File: config.mk
export PLATFORM = sky130hd
export DESIGN_NAME = pe_row_cfg_sequencer
export DESIGN_NICKNAME = d
export VERILOG_FILES = /design/src/rtl/pe_row_cfg_sequencer.sv
export SDC_FILE = /design/constraint.sdc
export NUM_CORES = 1
export LEC_CHECK = 0
export BUFFER_PORTS_ARGS = -buffer_cell sky130_fd_sc_hd__clkbuf_2
export CAP_MARGIN = 10
export CORE_ASPECT_RATIO = 0.75
export CORE_MARGIN = 2
export CORE_UTILIZATION = 50
export CTS_CLUSTER_DIAMETER = 40
export DETAILED_ROUTE_END_ITERATION = 16
export PLACE_DENSITY = 0.8
export SLEW_MARGIN = 30
export SYNTH_ARGS = -nofsm -noshare
export SYNTH_HDL_FRONTEND = slang
export SYNTH_SLANG_ARGS = --single-unit
File: constraint.sdc
create_clock -name clk -period 2.4 [get_ports clk]
set_input_delay 0.36 -clock clk [delete_from_list [all_inputs] [get_ports clk]]
set_output_delay 0.36 -clock clk [all_outputs]
set_load 0.03 [all_outputs]
File: src/rtl/pe_row_cfg_sequencer.sv
// Configuration/run sequencer for one PE row: fetches five config words, loads LSU and PE_0..PE_3
// in order over a shared PE_config bus, then holds run high for a programmed number of cycles.
module pe_row_cfg_sequencer #(
    parameter int unsigned INST_W = 64,
    parameter int unsigned ADDR_W = 8,
    parameter int unsigned CNT_W  = 16
) (
    input  logic              clk,
    input  logic              rst,
    input  logic              start,
    input  logic [ADDR_W-1:0] base_addr,
    input  logic [CNT_W-1:0]  run_cycles,
    input  logic              abort,
    output logic              cfg_rd_en,
    output logic [ADDR_W-1:0] cfg_addr,
    input  logic [INST_W-1:0] cfg_rd_data,
    output logic [INST_W-1:0] PE_config,
    output logic              init_en,
    output logic [4:0]        init_sel,
    output logic              run,
    output logic              busy,
    output logic              done
);

    typedef enum logic [2:0] {
        StIdle,
        StFetch,
        StWait,
        StLoad,
        StRun,
        StDone
    } state_e;

    localparam logic [2:0] LastIdx = 3'd4;

    state_e            state_q, state_d;
    logic [2:0]        idx_q;
    logic [ADDR_W-1:0] base_q;
    logic [CNT_W-1:0]  cycles_q;
    logic [CNT_W-1:0]  cnt_q;
    logic [INST_W-1:0] pe_config_q;

    always_ff @(posedge clk or negedge rst) begin
        if (!rst) begin
            state_q <= StIdle;
        end else begin
            state_q <= state_d;
        end
    end

    // abort outranks every transition out of a busy state
    always_comb begin
        state_d = state_q;
        if (state_q != StIdle && abort) begin
            state_d = StIdle;
        end else begin
            unique case (state_q)
                StIdle:  if (start) state_d = StFetch;
                StFetch: state_d = StWait;
                StWait:  state_d = StLoad;
                StLoad: begin
                    if (idx_q < LastIdx)          state_d = StFetch;
                    else if (cycles_q != '0)      state_d = StRun;
                    else                          state_d = StDone;
                end
                StRun:   if (cnt_q == CNT_W'(1)) state_d = StDone;
                StDone:  state_d = StIdle;
                default: state_d = StIdle;
            endcase
        end
    end

    always_ff @(posedge clk or negedge rst) begin
        if (!rst) begin
            idx_q       <= '0;
            base_q      <= '0;
            cycles_q    <= '0;
            cnt_q       <= '0;
            pe_config_q <= '0;
        end else if (state_q == StIdle) begin
            if (start) begin
                base_q   <= base_addr;
                cycles_q <= run_cycles;
                idx_q    <= '0;
            end
        end else if (abort) begin
            idx_q <= '0;
            cnt_q <= '0;
        end else begin
            unique case (state_q)
                StWait: pe_config_q <= cfg_rd_data;
                StLoad: begin
                    if (idx_q < LastIdx)     idx_q <= idx_q + 3'd1;
                    else if (cycles_q != '0) cnt_q <= cycles_q;
                end
                StRun:   cnt_q <= cnt_q - CNT_W'(1);
                default: ;
            endcase
        end
    end

    always_comb begin
        cfg_rd_en = 1'b0;
        cfg_addr  = '0;
        init_en   = 1'b0;
        init_sel  = '0;
        run       = 1'b0;
        done      = 1'b0;
        busy      = (state_q != StIdle);
        unique case (state_q)
            StFetch: begin
                cfg_rd_en = 1'b1;
                cfg_addr  = base_q + ADDR_W'(idx_q);
            end
            StLoad: begin
                init_en  = 1'b1;
                init_sel = 5'b10000 >> idx_q;
            end
            StRun:   run = 1'b1;
            StDone:  done = 1'b1;
            default: ;
        endcase
    end

    assign PE_config = pe_config_q;

endmodule
---- Word-level counts from Yosys, hierarchy flattened ----
Cells that the tools add are included.
word-level totals
  bits in registers ....................... 110
  input port bits ......................... 92
  word-level logic and storage cells ...... 57
  output and inout port bits .............. 82
cells by class
  order comparisons ....................... 1
  shift operators ......................... 1
  reduce and logical (&&, ||, !) cells .... 12
  mux-type cells .......................... 21
  bitwise operators ....................... 2
  add/subtract/negate cells ............... 3
  equality and inequality tests ........... 11
operators with widths
  cell                   count
  $mux 16                3
  $pmux 16 s2            1
  $mux 3                 9
  $eq 16x1->1 const B    1
  $reduce_bool 16->1     1
  $sub 16x1->16 const B  1
  $pmux 3 s5             1
  $ne 3x3->1 const B     4
  $reduce_bool 3->1      4
  $add 8x3->8            1
  $mux 8                 1
  $eq 3x2->1 const B     2
  $eq 3x3->1 const B     2
  $reduce_and 3->1       2
  $mux 1                 5
  $mux 5                 1
  $shr 5x3->5 const A    1
  $reduce_and 2->1       2
  $reduce_and 4->1       1
  $add 3x1->3 const B    1
  $eq 3x1->1 const B     1
  $logic_not 3->1        1
  $lt 3x3->1 const B     1
  $ne 2x2->1 const B     1
  2 further kinds        3

---- Longest topological paths before layout ----
  depth in word-level cells ............... 5
  depth in mapped cells ................... 7
  mapped depth without buffers ............ 7

---- Least setup slack after synthesis ----
OpenSTA, ideal clock, no wires.
  path type ............................... reg-to-output
  from .................................... register idx_q[0]
  to ...................................... output cfg_addr[6]
  data required time ...................... 2.040 ns
  buffers on the path ..................... 0
  path slack .............................. 0.175 ns
  arrival time ............................ 1.865 ns
  stages on the path, launching flop included .. 8
  cells stage by stage .................... dfrtp_1 -> ha_1 -> inv_1 -> fa_1 -> nor2b_1 -> o2111ai_1 -> xor2_1 -> nor2_1
between the ends
  cells in the longest elaborated chain, start to end .. 2
RTL lines
  element                 RTL line  text
  from (decl)             37        logic [2:0] idx_q;
  from (signal assigned)  93        if (idx_q < LastIdx) idx_q <= idx_q + 3'd1;
  $add 8x3->8             113       cfg_addr = base_q + ADDR_W'(idx_q);
  $mux 8                  110       unique case (state_q)
  to (decl)               15        output logic [ADDR_W-1:0] cfg_addr,
No other way between the ends.

---- Worst setup path in the final report ----
  from .................................... register idx_q[0]
  to ...................................... output cfg_addr[4]
The elaborated chain is that of the path after synthesis.

==> impl_results.md <==
- Run status: complete, no violations
- CTS Root Cell: clkbuf_16
- CTS tree: built
- Yosys cell types: 52
- Mux cell area share after synthesis: 19.9%
- Simple-gate portion of the synthesized area: under 10%
- Final wirelength: ~11000 µm
- Post-DP HPWL: 8550 µm
- GRT overflow: 0
- Worst-Margin Slew: 0.561 ns
- Largest net degree at the start of global routing: 59
- Synth Area in XOR/XNOR: 2.29%
- RSZ-0062 raised after global routing: true
- Setup Slack @ Placement: 0.121 ns
- Vias per cell: 5.35
- Hold WC Path Type: input pin to register
- WL per Instance: 16.3 µm
- Syn Nets: slightly below 500
- Pleak: 0.00315 µW
- Comb power frac: 43.1%
- Largest family of logic cells by synthesized area: multiplexers
- Sink Count: 110
- H-Tree Depth: 3
- Cts bufs inserted: 9
- Core region area: 9660 µm²
- Die X: 119 µm
- P&R area growth vs syn: 28.6%
- Reg clk slew, reported paths: about 0.080 ns
- Routability cong.: around 0.90
- YS warnings: 0
- Reg2reg path depth: 7
- Reg power frac: 37.6%
- Sw frac: 40.9%
- Vias in the first global route: approximately 3900
- Seq cells post-synth: 110
- Worst skew pair latency: 0.34 ns
- Initial antenna violation count: 0
- Initial Utilization: 51.5%
- Filler instances: 706
- 1st-iter DRT viols: 211
- Pint: roughly 5000 µW
- Die Span Y: 90.4 µm
- Clk_skew: 0.00782 ns
- Async set-reset flop share out of synthesis: 100%
- Peak Freq: 426 MHz
- Critical Path AT: 1.99 ns
- Area of the multi-input gates: 2090 µm²
- Slew Limit Fails: 0
- Synth Cell Area: 4980 µm²
- I/O Pins: 174
- Post-synthesis compound-gate area fraction: 7.16%
- Hold Crit Depth: 2
- Fraction of the cycle the final worst path needs: 97.8%
- Sequential fraction of the synthesis area: approximately 55%
- Post-synth EDFFs: 0
- Peak VDD IR: 804 µV
- Kind of critical path: register to primary output
- Min Tclk post-route: between 2 and 2.5 ns
- Clk pwr share: 19.3%
- Min-Delay Endpoint: PE_config[39]
- DRC: 0
- GRT Overall Usage: 22.2%
- Max transition margin: between 60 and 70%
- Power density over cell area: approximately 1300 nW/µm²
- RR Startpoint: cnt_q[0]
- # setup viols final: 0
- Initial DRT Pass Iterations: 5
- Sw power: 3450 µW
- R2R Setup Slk: ~0.44 ns
- Final ANT Viol Nets: 0
- Crit path required time: 2.04 ns
- Share of post-route cells with drive strength above 1: 54.0%
- Top_reg_cell synth: dfrtp_1
- Sequential Area: 2760 µm²
- Final Hold Fails: 0
- Post-route setup slack: 0.0529 ns
- Post-Synth Adder-Cell Area: 2.92%
- Maximum buffer depth of the clock tree: 2
- DR vias: 3755
- Die Footprint: ~11000 µm²
- Reg2reg end: cnt_q[4]
- HP Start: cfg_rd_data[39]
- Critical Path Source Type: register
- Worst-path maximum fanout: 3
- CP endpoint kind: primary output
- Max-cap violations: 0
- Final #Nets: 668
- Diode count: 0
- Port buffer count: 173
- Global-route wire length before repair: 19000 µm
- Post-Syn Instances: 384
- Post-route setup TNS: 0 ns
- Syn avg cell area: 13.0 µm²
- Placement row count: 31
-- cell families after synthesis --
logic type	Yosys count
AND/OR/NAND/NOR	80
flip-flops	110
multiplexers	88
XOR/XNOR	13
AO/OA/AOI/OAI	53
adder cells (fa/ha/maj)	11
buffers and inverters	29
-- registers in the layout, summed over array words and instances (netlist names) --
name	flops
PE_config	64
base_q	8
cnt_q	16
cycles_q	16
idx_q	3
state_q	3
-- area by class of cell --
class	count	area share, %
inverters	13	0.762
clock buffers	10	3.58
multi-input cells	245	32.7
flip-flops and latches	110	43.1
clock inverters	6	1.60
well taps	132	2.58
repair buffers	186	15.7
-- routing by layer --
| metal | GRT usage [%] | vias to the layer above | part of all wire, % |
|---|---|---|---|
| li1 | - | 1741 | - |
| met2 | 36.3 | 153 | 50 |
| met5 | 0 | - | 0 |
| met3 | 6.82 | 12 | 8.1 |
| met4 | 6.35 | 0 | 1.1 |
| met1 | 28.8 | 1849 | 41 |
-- worst max-delay path by stage --
stage	cells after the start	from	to
finish	8	idx_q[0]	cfg_addr[4]
global route	8	idx_q[0]	cfg_addr[6]
CTS	8	idx_q[0]	cfg_addr[6]
detailed placement	8	idx_q[0]	cfg_addr[6]
global placement	8	idx_q[0]	cfg_addr[6]
floorplan	7	idx_q[0]	cfg_addr[6]
-- timing repair --
action | in CTS | in global routing
endpoints found under the hold margin | 12 | 0
pin swaps | 0 | 2
setup endpoints to repair | 4 | 5
hold buffers | 1 | 0
setup buffers | 1 | 1
resized for setup | 11 | 10
gates cloned | 0 | 0
-- metrics by stage --
step / util [%] / cells / total power, µW / area (µm²) / hold slack, ns
5_1_grt: 66.3 / 702 / 8910 / 6400 / 0.225
3_5_place_dp: 62.0 / 683 / 6800 / 5990 / 0.230
3_3_place_gp: 62.0 / 683 / 6670 / 5990 / 0.228
4_1_cts: 66.0 / 701 / 8490 / 6370 / 0.222
6_report: 66.3 / 702 / 8440 / 6400 / 0.227
2_1_floorplan: - / 384 / 5720 / 4980 / 0.0644
-- power by group through the flow --
stage               clock network, µW  registers, µW  logic, µW
floorplan                           0           4170       1550
global placement                    0           3150       3520
detailed placement                  0           3190       3610
CTS                              1670           3170       3660
global route                     1750           3280       3880
finish                           1630           3170       3640
-- cells in the mapped netlist (all sizes together) (2+ instances only) --
cell type	n	area share (%)
nand3	4	0.40
nand2b	2	0.25
a221o	4	0.90
xor2	7	1.2
o31ai	2	0.30
nand2	15	1.2
nor3	7	0.80
xnor2	6	1.1
mux2	87	20
inv	13	0.98
clkbuf	2	0.15
buf	14	2.4
ha	10	2.5
dfrtp	110	55
a22oi	7	1.1
nor2b	2	0.25
and2	4	0.50
a21oi	10	1.0
or3	2	0.25
nor4	8	1.4
or3b	2	0.35
o21ai	21	2.1
nor2	26	2.1
-- cells in the final DEF (no fill, tap or decap), types with 2 or more instances in the layout --
master     instances
a21oi_1            9
a221o_2            4
a22oi_1            7
and2_1             4
buf_12             2
buf_4             13
bufinv_16          2
clkbuf_16          9
clkbuf_2         169
dfrtp_1          106
dfrtp_2            4
ha_1               9
inv_1             12
inv_6              3
mux2_1             4
mux2_2            83
nand2_1           14
nand2b_1           2
nand3_1            4
nor2_1            25
nor3_1             6
nor4_1             6
o21ai_0           13
o21ai_1            8
o31ai_1            2
or3_1              2
xnor2_1            6
xor2_1             7
-- critical path, cell delays in order (launching register included) --
cell and delay [ns]:
dfrtp_2 0.40, ha_4 0.15, inv_2 0.04, fa_2 0.36
nor2b_4 0.16, o21ai_1 0.08, xor2_1 0.15, nor2_1 0.13
clkbuf_8 0.18
Power figures use the tool's default switching activity.
